`src/rtl/axi_lite_arbiter.sv`:
```
// Two-requester AXI-Lite arbiter: one whole transaction at a time on the
// shared master port, round-robin between s0 and s1.
module axi_lite_arbiter #(
    parameter int ADDR_WIDTH  = 32,
    parameter int DATA_WIDTH  = 32,
    parameter bit WRITE_FIRST = 1'b1
) (
    input  logic                    clk,
    input  logic                    rst,
    input  logic [ADDR_WIDTH-1:0]   s0_awaddr,
    input  logic                    s0_awvalid,
    output logic                    s0_awready,
    input  logic [DATA_WIDTH-1:0]   s0_wdata,
    input  logic [DATA_WIDTH/8-1:0] s0_wstrb,
    input  logic                    s0_wvalid,
    output logic                    s0_wready,
    output logic [1:0]              s0_bresp,
    output logic                    s0_bvalid,
    input  logic                    s0_bready,
    input  logic [ADDR_WIDTH-1:0]   s0_araddr,
    input  logic                    s0_arvalid,
    output logic                    s0_arready,
    output logic [DATA_WIDTH-1:0]   s0_rdata,
    output logic [1:0]              s0_rresp,
    output logic                    s0_rvalid,
    input  logic                    s0_rready,
    input  logic [ADDR_WIDTH-1:0]   s1_awaddr,
    input  logic                    s1_awvalid,
    output logic                    s1_awready,
    input  logic [DATA_WIDTH-1:0]   s1_wdata,
    input  logic [DATA_WIDTH/8-1:0] s1_wstrb,
    input  logic                    s1_wvalid,
    output logic                    s1_wready,
    output logic [1:0]              s1_bresp,
    output logic                    s1_bvalid,
    input  logic                    s1_bready,
    input  logic [ADDR_WIDTH-1:0]   s1_araddr,
    input  logic                    s1_arvalid,
    output logic                    s1_arready,
    output logic [DATA_WIDTH-1:0]   s1_rdata,
    output logic [1:0]              s1_rresp,
    output logic                    s1_rvalid,
    input  logic                    s1_rready,
    output logic [ADDR_WIDTH-1:0]   m_awaddr,
    output logic                    m_awvalid,
    input  logic                    m_awready,
    output logic [DATA_WIDTH-1:0]   m_wdata,
    output logic [DATA_WIDTH/8-1:0] m_wstrb,
    output logic                    m_wvalid,
    input  logic                    m_wready,
    input  logic [1:0]              m_bresp,
    input  logic                    m_bvalid,
    output logic                    m_bready,
    output logic [ADDR_WIDTH-1:0]   m_araddr,
    output logic                    m_arvalid,
    input  logic                    m_arready,
    input  logic [DATA_WIDTH-1:0]   m_rdata,
    input  logic [1:0]              m_rresp,
    input  logic                    m_rvalid,
    output logic                    m_rready,
    output logic [1:0]              grant,
    output logic                    busy
);

    typedef enum logic [1:0] {IDLE, RD, WR} state_t;

    state_t state;
    logic   owner;
    logic   rr_ptr;
    logic   ar_done;
    logic   aw_done;
    logic   w_done;

    logic req0, req1, pick, pick_aw, pick_ar, go_wr;
    logic rd, wr;
    logic sel_arvalid, sel_awvalid, sel_wvalid, sel_rready, sel_bready;

    assign req0    = s0_arvalid | s0_awvalid;
    assign req1    = s1_arvalid | s1_awvalid;
    assign pick    = (req0 & req1) ? rr_ptr : req1;
    assign pick_aw = pick ? s1_awvalid : s0_awvalid;
    assign pick_ar = pick ? s1_arvalid : s0_arvalid;
    assign go_wr   = pick_aw & (WRITE_FIRST | ~pick_ar);

    assign rd = (state == RD);
    assign wr = (state == WR);

    assign sel_arvalid = owner ? s1_arvalid : s0_arvalid;
    assign sel_awvalid = owner ? s1_awvalid : s0_awvalid;
    assign sel_wvalid  = owner ? s1_wvalid  : s0_wvalid;
    assign sel_rready  = owner ? s1_rready  : s0_rready;
    assign sel_bready  = owner ? s1_bready  : s0_bready;

    always_ff @(posedge clk or posedge rst) begin
        if (rst) begin
            state   <= IDLE;
            owner   <= 1'b0;
            rr_ptr  <= 1'b0;
            ar_done <= 1'b0;
            aw_done <= 1'b0;
            w_done  <= 1'b0;
            grant   <= 2'b00;
            busy    <= 1'b0;
        end else begin
            unique case (state)
                IDLE: begin
                    if (req0 | req1) begin
                        owner   <= pick;
                        state   <= go_wr ? WR : RD;
                        grant   <= pick ? 2'b10 : 2'b01;
                        busy    <= 1'b1;
                        ar_done <= 1'b0;
                        aw_done <= 1'b0;
                        w_done  <= 1'b0;
                    end
                end
                RD: begin
                    if (m_arvalid & m_arready)
                        ar_done <= 1'b1;
                    if (m_rvalid & m_rready) begin
                        state  <= IDLE;
                        rr_ptr <= ~owner;
                        grant  <= 2'b00;
                        busy   <= 1'b0;
                    end
                end
                WR: begin
                    if (m_awvalid & m_awready)
                        aw_done <= 1'b1;
                    if (m_wvalid & m_wready)
                        w_done <= 1'b1;
                    if (m_bvalid & m_bready) begin
                        state  <= IDLE;
                        rr_ptr <= ~owner;
                        grant  <= 2'b00;
                        busy   <= 1'b0;
                    end
                end
                default: state <= IDLE;
            endcase
        end
    end

    // done flags keep a single address/data beat in flight per grant
    assign m_arvalid = rd & ~ar_done & sel_arvalid;
    assign m_araddr  = owner ? s1_araddr : s0_araddr;
    assign m_rready  = rd & sel_rready;

    assign s0_arready = rd & ~owner & ~ar_done & m_arready;
    assign s1_arready = rd &  owner & ~ar_done & m_arready;
    assign s0_rvalid  = rd & ~owner & m_rvalid;
    assign s1_rvalid  = rd &  owner & m_rvalid;
    assign s0_rdata   = m_rdata;
    assign s1_rdata   = m_rdata;
    assign s0_rresp   = m_rresp;
    assign s1_rresp   = m_rresp;

    assign m_awvalid = wr & ~aw_done & sel_awvalid;
    assign m_awaddr  = owner ? s1_awaddr : s0_awaddr;
    assign m_wvalid  = wr & ~w_done & sel_wvalid;
    assign m_wdata   = owner ? s1_wdata : s0_wdata;
    assign m_wstrb   = owner ? s1_wstrb : s0_wstrb;
    assign m_bready  = wr & sel_bready;

    assign s0_awready = wr & ~owner & ~aw_done & m_awready;
    assign s1_awready = wr &  owner & ~aw_done & m_awready;
    assign s0_wready  = wr & ~owner & ~w_done & m_wready;
    assign s1_wready  = wr &  owner & ~w_done & m_wready;
    assign s0_bvalid  = wr & ~owner & m_bvalid;
    assign s1_bvalid  = wr &  owner & m_bvalid;
    assign s0_bresp   = m_bresp;
    assign s1_bresp   = m_bresp;

endmodule

```
`config.mk`:
```
export PLATFORM = sky130hd
export DESIGN_NAME = axi_lite_arbiter
export DESIGN_NICKNAME = d
export VERILOG_FILES = /design/src/rtl/axi_lite_arbiter.sv
export SDC_FILE = /design/constraint.sdc
export NUM_CORES = 1
export LEC_CHECK = 0
export CAP_MARGIN = 5
export CORE_AREA = 2 2 171 173
export DETAILED_ROUTE_END_ITERATION = 7
export DIE_AREA = 0 0 173 175
export PLACE_DENSITY = 0.39
export SETUP_SLACK_MARGIN = 0.5
export SLEW_MARGIN = 10
export SYNTH_ARGS = -nofsm -noshare
export SYNTH_HDL_FRONTEND = slang
export SYNTH_SLANG_ARGS = --single-unit
```
`constraint.sdc`:
```
create_clock -name clk -period 1.6 [get_ports clk]
set_input_delay 0.48 -clock clk [delete_from_list [all_inputs] [get_ports clk]]
set_output_delay 0.48 -clock clk [all_outputs]
set_load 0.05 [all_outputs]
```
==> impl_metrics.toml, run 1 <==
[status]
status = "finished, violations left"
violations = "negative setup slack"

[die]
initial_core_util_pct = 8.72
dieArea_um2 = 30300
pin_count = 443
die_w_um = 173
chipHeight_um = 175
coreArea_um2 = 28400
rows = 62

[critical_path]
crit_start = "owner$_DFFE_PP0P_"
cp_top_family = "flip-flops"
rr_startpoint = "owner$_DFFE_PP0P_"
arrival_ns = 1.59
slowest_delay_ns = 0.52
cp_max_fo = 12
cp_cell_sequence = "buf_12 -> buf_12 -> mux2_4 -> buf_12"
critical_path_required_ns = 1.12
cpMaxStageDelayCell = "dfrtp_4"
cp-end-kind = "output pin"
path_buf_inv = 3
crit_type = "flop to output pin"
cp-start-kind = "flop"
crit_path_frequent_cell = "buf_12"

[drt]
first_pass_iters = 4
final_antenna_net_count = 0
viasPerCell = 3.30
drc_errors = 0
detail_route.wl_per_cell_um = 16.8
highest_layer = "met4"
wl_met2_mm = 7.95
drt-total-wl_mm = 16.0
num_vias = 3135
met3WireLength_mm = 1.83
wl_met1_mm = 6.06
drtIter0Drc = 98

[timing]
finalCritPeriodShare_pct = 129
setup_slack_ns = -0.467
fin_crit_ns = 2.07
finalHoldWorstSlack_ns = 0.532
slew_headroom_pct = 71.7
fmax_mhz = 484
slew_viol_final = 0
worst_pin_slew_ns = 0.424
skew_ns = 0.00316
hold_viol_final = 0
finalSetupViolations = 121
rsz0062_at_grt = "yes"

[grt]
grtUsageTotal_pct = 9.80
antenna_found_initial = 0
grt-ovfl-total = 0
grt_start_max_net_pins = 13
grt_pass1_vias = 3386
grt_pass1_wl_mm = 22.7

[clock_network]
cts.sinks = 10
cts_buffers = 3
clkTransAtPathRegs_ns = 0.04
clockBufferDepth = 2
ctsHoldBuffers = 0
cts_tree = "done"
clk_latency_ns = 0.24
htree_levels = 1
cts_root_buffer = "clkbuf_16"

[finish]
drive_gt1_share_pct = 54.3
stdcell_count = 951
final_nets = 825
antenna_cells = 0
syn_to_final_growth_pct = 200
nFillCells = 2996
layout_common_cells = "clkdlybuf4s50_1 (209), mux2_4 (89), buf_6 (73)"
layout_commonest_cell = "clkdlybuf4s50_1"

[placed_design]
numPortBuffers = 334
place.gp.congestion = 0.958
hpwl_mm = 14.5
place_inst = 939

[job]
maxCapViolations = 0

[power]
power_density_nw_per_um2 = 1670
ir_drop_mv = 1.17
power_leakage_nw = 3.23
power_mw = 12.4

[synthesis]
synth_cells = 268
synth_fp_nets = 525
avgSynthCellArea_um2 = 9.23
netlist_area_um2 = 2470
ys_ff_latch = 10
synth.distinct_cells = 29
ys_seq_area_share_pct = 10.1
yosys_warnings = 0

[worst_hold_path]
hold_path_class = "input port to asynchronous set/reset pin"
## registers in the layout (all words and copies together) (netlist names)
register	flops
grant	2
state	2
ar_done	1
aw_done	1
busy	1
owner	1
rr_ptr	1
w_done	1
## cells by family (layout without fill, tap and decap cells)
group / count (synthesis) / after routing / share of synthesized area [%]
AOI/OAI and AO/OA: 12 / 12 / 3.39
adders and majority gates: 4 / 4 / 2.02
buffers and inverters: 94 / 393 / 25.9
DFF: 10 / 10 / 10.1
muxes: 111 / 111 / 50.1
and+or+nand+nor: 37 / 37 / 8.49
## synthesized netlist by cell type
| cell type | number | area share [%] |
|---|---|---|
| mux2i_1 | 9 | 3.6 |
| buf_4 | 73 | 22 |
| o32ai_1 | 1 | 0.35 |
| o32a_1 | 1 | 0.40 |
| buf_2 | 12 | 2.4 |
| nor4_1 | 1 | 0.25 |
| nand4b_2 | 1 | 0.61 |
| dfrtp_1 | 10 | 10 |
| mux2_2 | 100 | 46 |
| o21ai_2 | 2 | 0.71 |
| nand2b_1 | 4 | 1.0 |
| o211ai_1 | 1 | 0.30 |
| and3_1 | 1 | 0.25 |
| a31oi_1 | 1 | 0.25 |
| nor2b_1 | 3 | 0.76 |
| nor2_1 | 16 | 2.4 |
| a21oi_1 | 4 | 0.81 |
| nand2_1 | 4 | 0.61 |
| o22ai_1 | 1 | 0.25 |
| or2_2 | 1 | 0.25 |
| nor3b_2 | 2 | 1.0 |
| ha_1 | 4 | 2.0 |
| a21boi_0 | 1 | 0.30 |
| mux2_1 | 2 | 0.91 |
| nor4bb_1 | 1 | 0.40 |
| inv_1 | 9 | 1.4 |
| nor3b_1 | 1 | 0.30 |
| nand3_1 | 1 | 0.20 |
| and4b_1 | 1 | 0.40 |
## what timing repair did
action / 4_1_cts / 5_1_grt
pin swaps: 7 / 5
resized for setup: 100 / 19
setup endpoints to repair: 128 / 128
buffers inserted: 5 / 3
## per-layer routing
| layer | up-vias | track usage (%) |
|---|---|---|
| met5 | - | 0 |
| met4 | 0 | 1.66 |
| met3 | 10 | 4.85 |
| met2 | 248 | 16.7 |
| met1 | 1417 | 11.2 |
| li1 | 1460 | - |
## per-stage QoR
step | setup slack [ns] | utilization, % | instance area (um2) | setup TNS (ns)
2_1_floorplan | -0.279 | - | 3290 | -15.11
3_3_place_gp | -0.499 | 24.1 | 6850 | -32.36
3_5_place_dp | -0.536 | 24.1 | 6850 | -32.78
4_1_cts | -0.487 | 25.8 | 7330 | -51.26
5_1_grt | -0.501 | 26.1 | 7420 | -53.33
6_report | -0.467 | 26.1 | 7420 | -47.94
## report_power, final
group | switching [mW] | total (mW) | internal (mW)
Clock | 0.128 | 0.505 | 0.377
Sequential | 0.121 | 0.486 | 0.365
Combinational | 5.77 | 11.4 | 5.64
Total | 6.02 | 12.4 | 6.38
## path summary, 6_finish.rpt
check                                            end  slack [ns]  cells after the start
worst max-delay path                    m_araddr[20]       -0.47                      4
worst min-delay path              w_done$_DFFE_PP0P_        0.53                      2
worst max register to register  grant[1]$_DFFE_PP0P_       -0.20                      6
worst min register to register  grant[0]$_DFFE_PP0P_        0.58                      1
max in group asynchronous          owner$_DFFE_PP0P_        0.74                      2
min in group clk                grant[0]$_DFFE_PP0P_        0.58                      1
## cell type report
type                    count  area, um2  share of cell area [%]
well taps                 384        480                    6.47
multi-input cells         164       2160                    29.2
clock buffers               4       88.8                    1.20
flip-flops and latches     10        254                    3.42
repair buffers            380       4400                    59.3
inverters                   9       36.3                   0.489
Note: power is estimated with default switching activity, not from simulation.
==> run 2, diff against run 1 <==
--- a/config.mk
+++ b/config.mk
@@ -9,6 +9,7 @@
 export CORE_AREA = 2 2 171 173
 export DETAILED_ROUTE_END_ITERATION = 7
 export DIE_AREA = 0 0 173 175
+export GPL_ROUTABILITY_DRIVEN = 1
 export PLACE_DENSITY = 0.39
 export SETUP_SLACK_MARGIN = 0.5
 export SLEW_MARGIN = 10
==> results of run 2 <==
The final DEF is identical to that of run 1; final timing and power are the same.
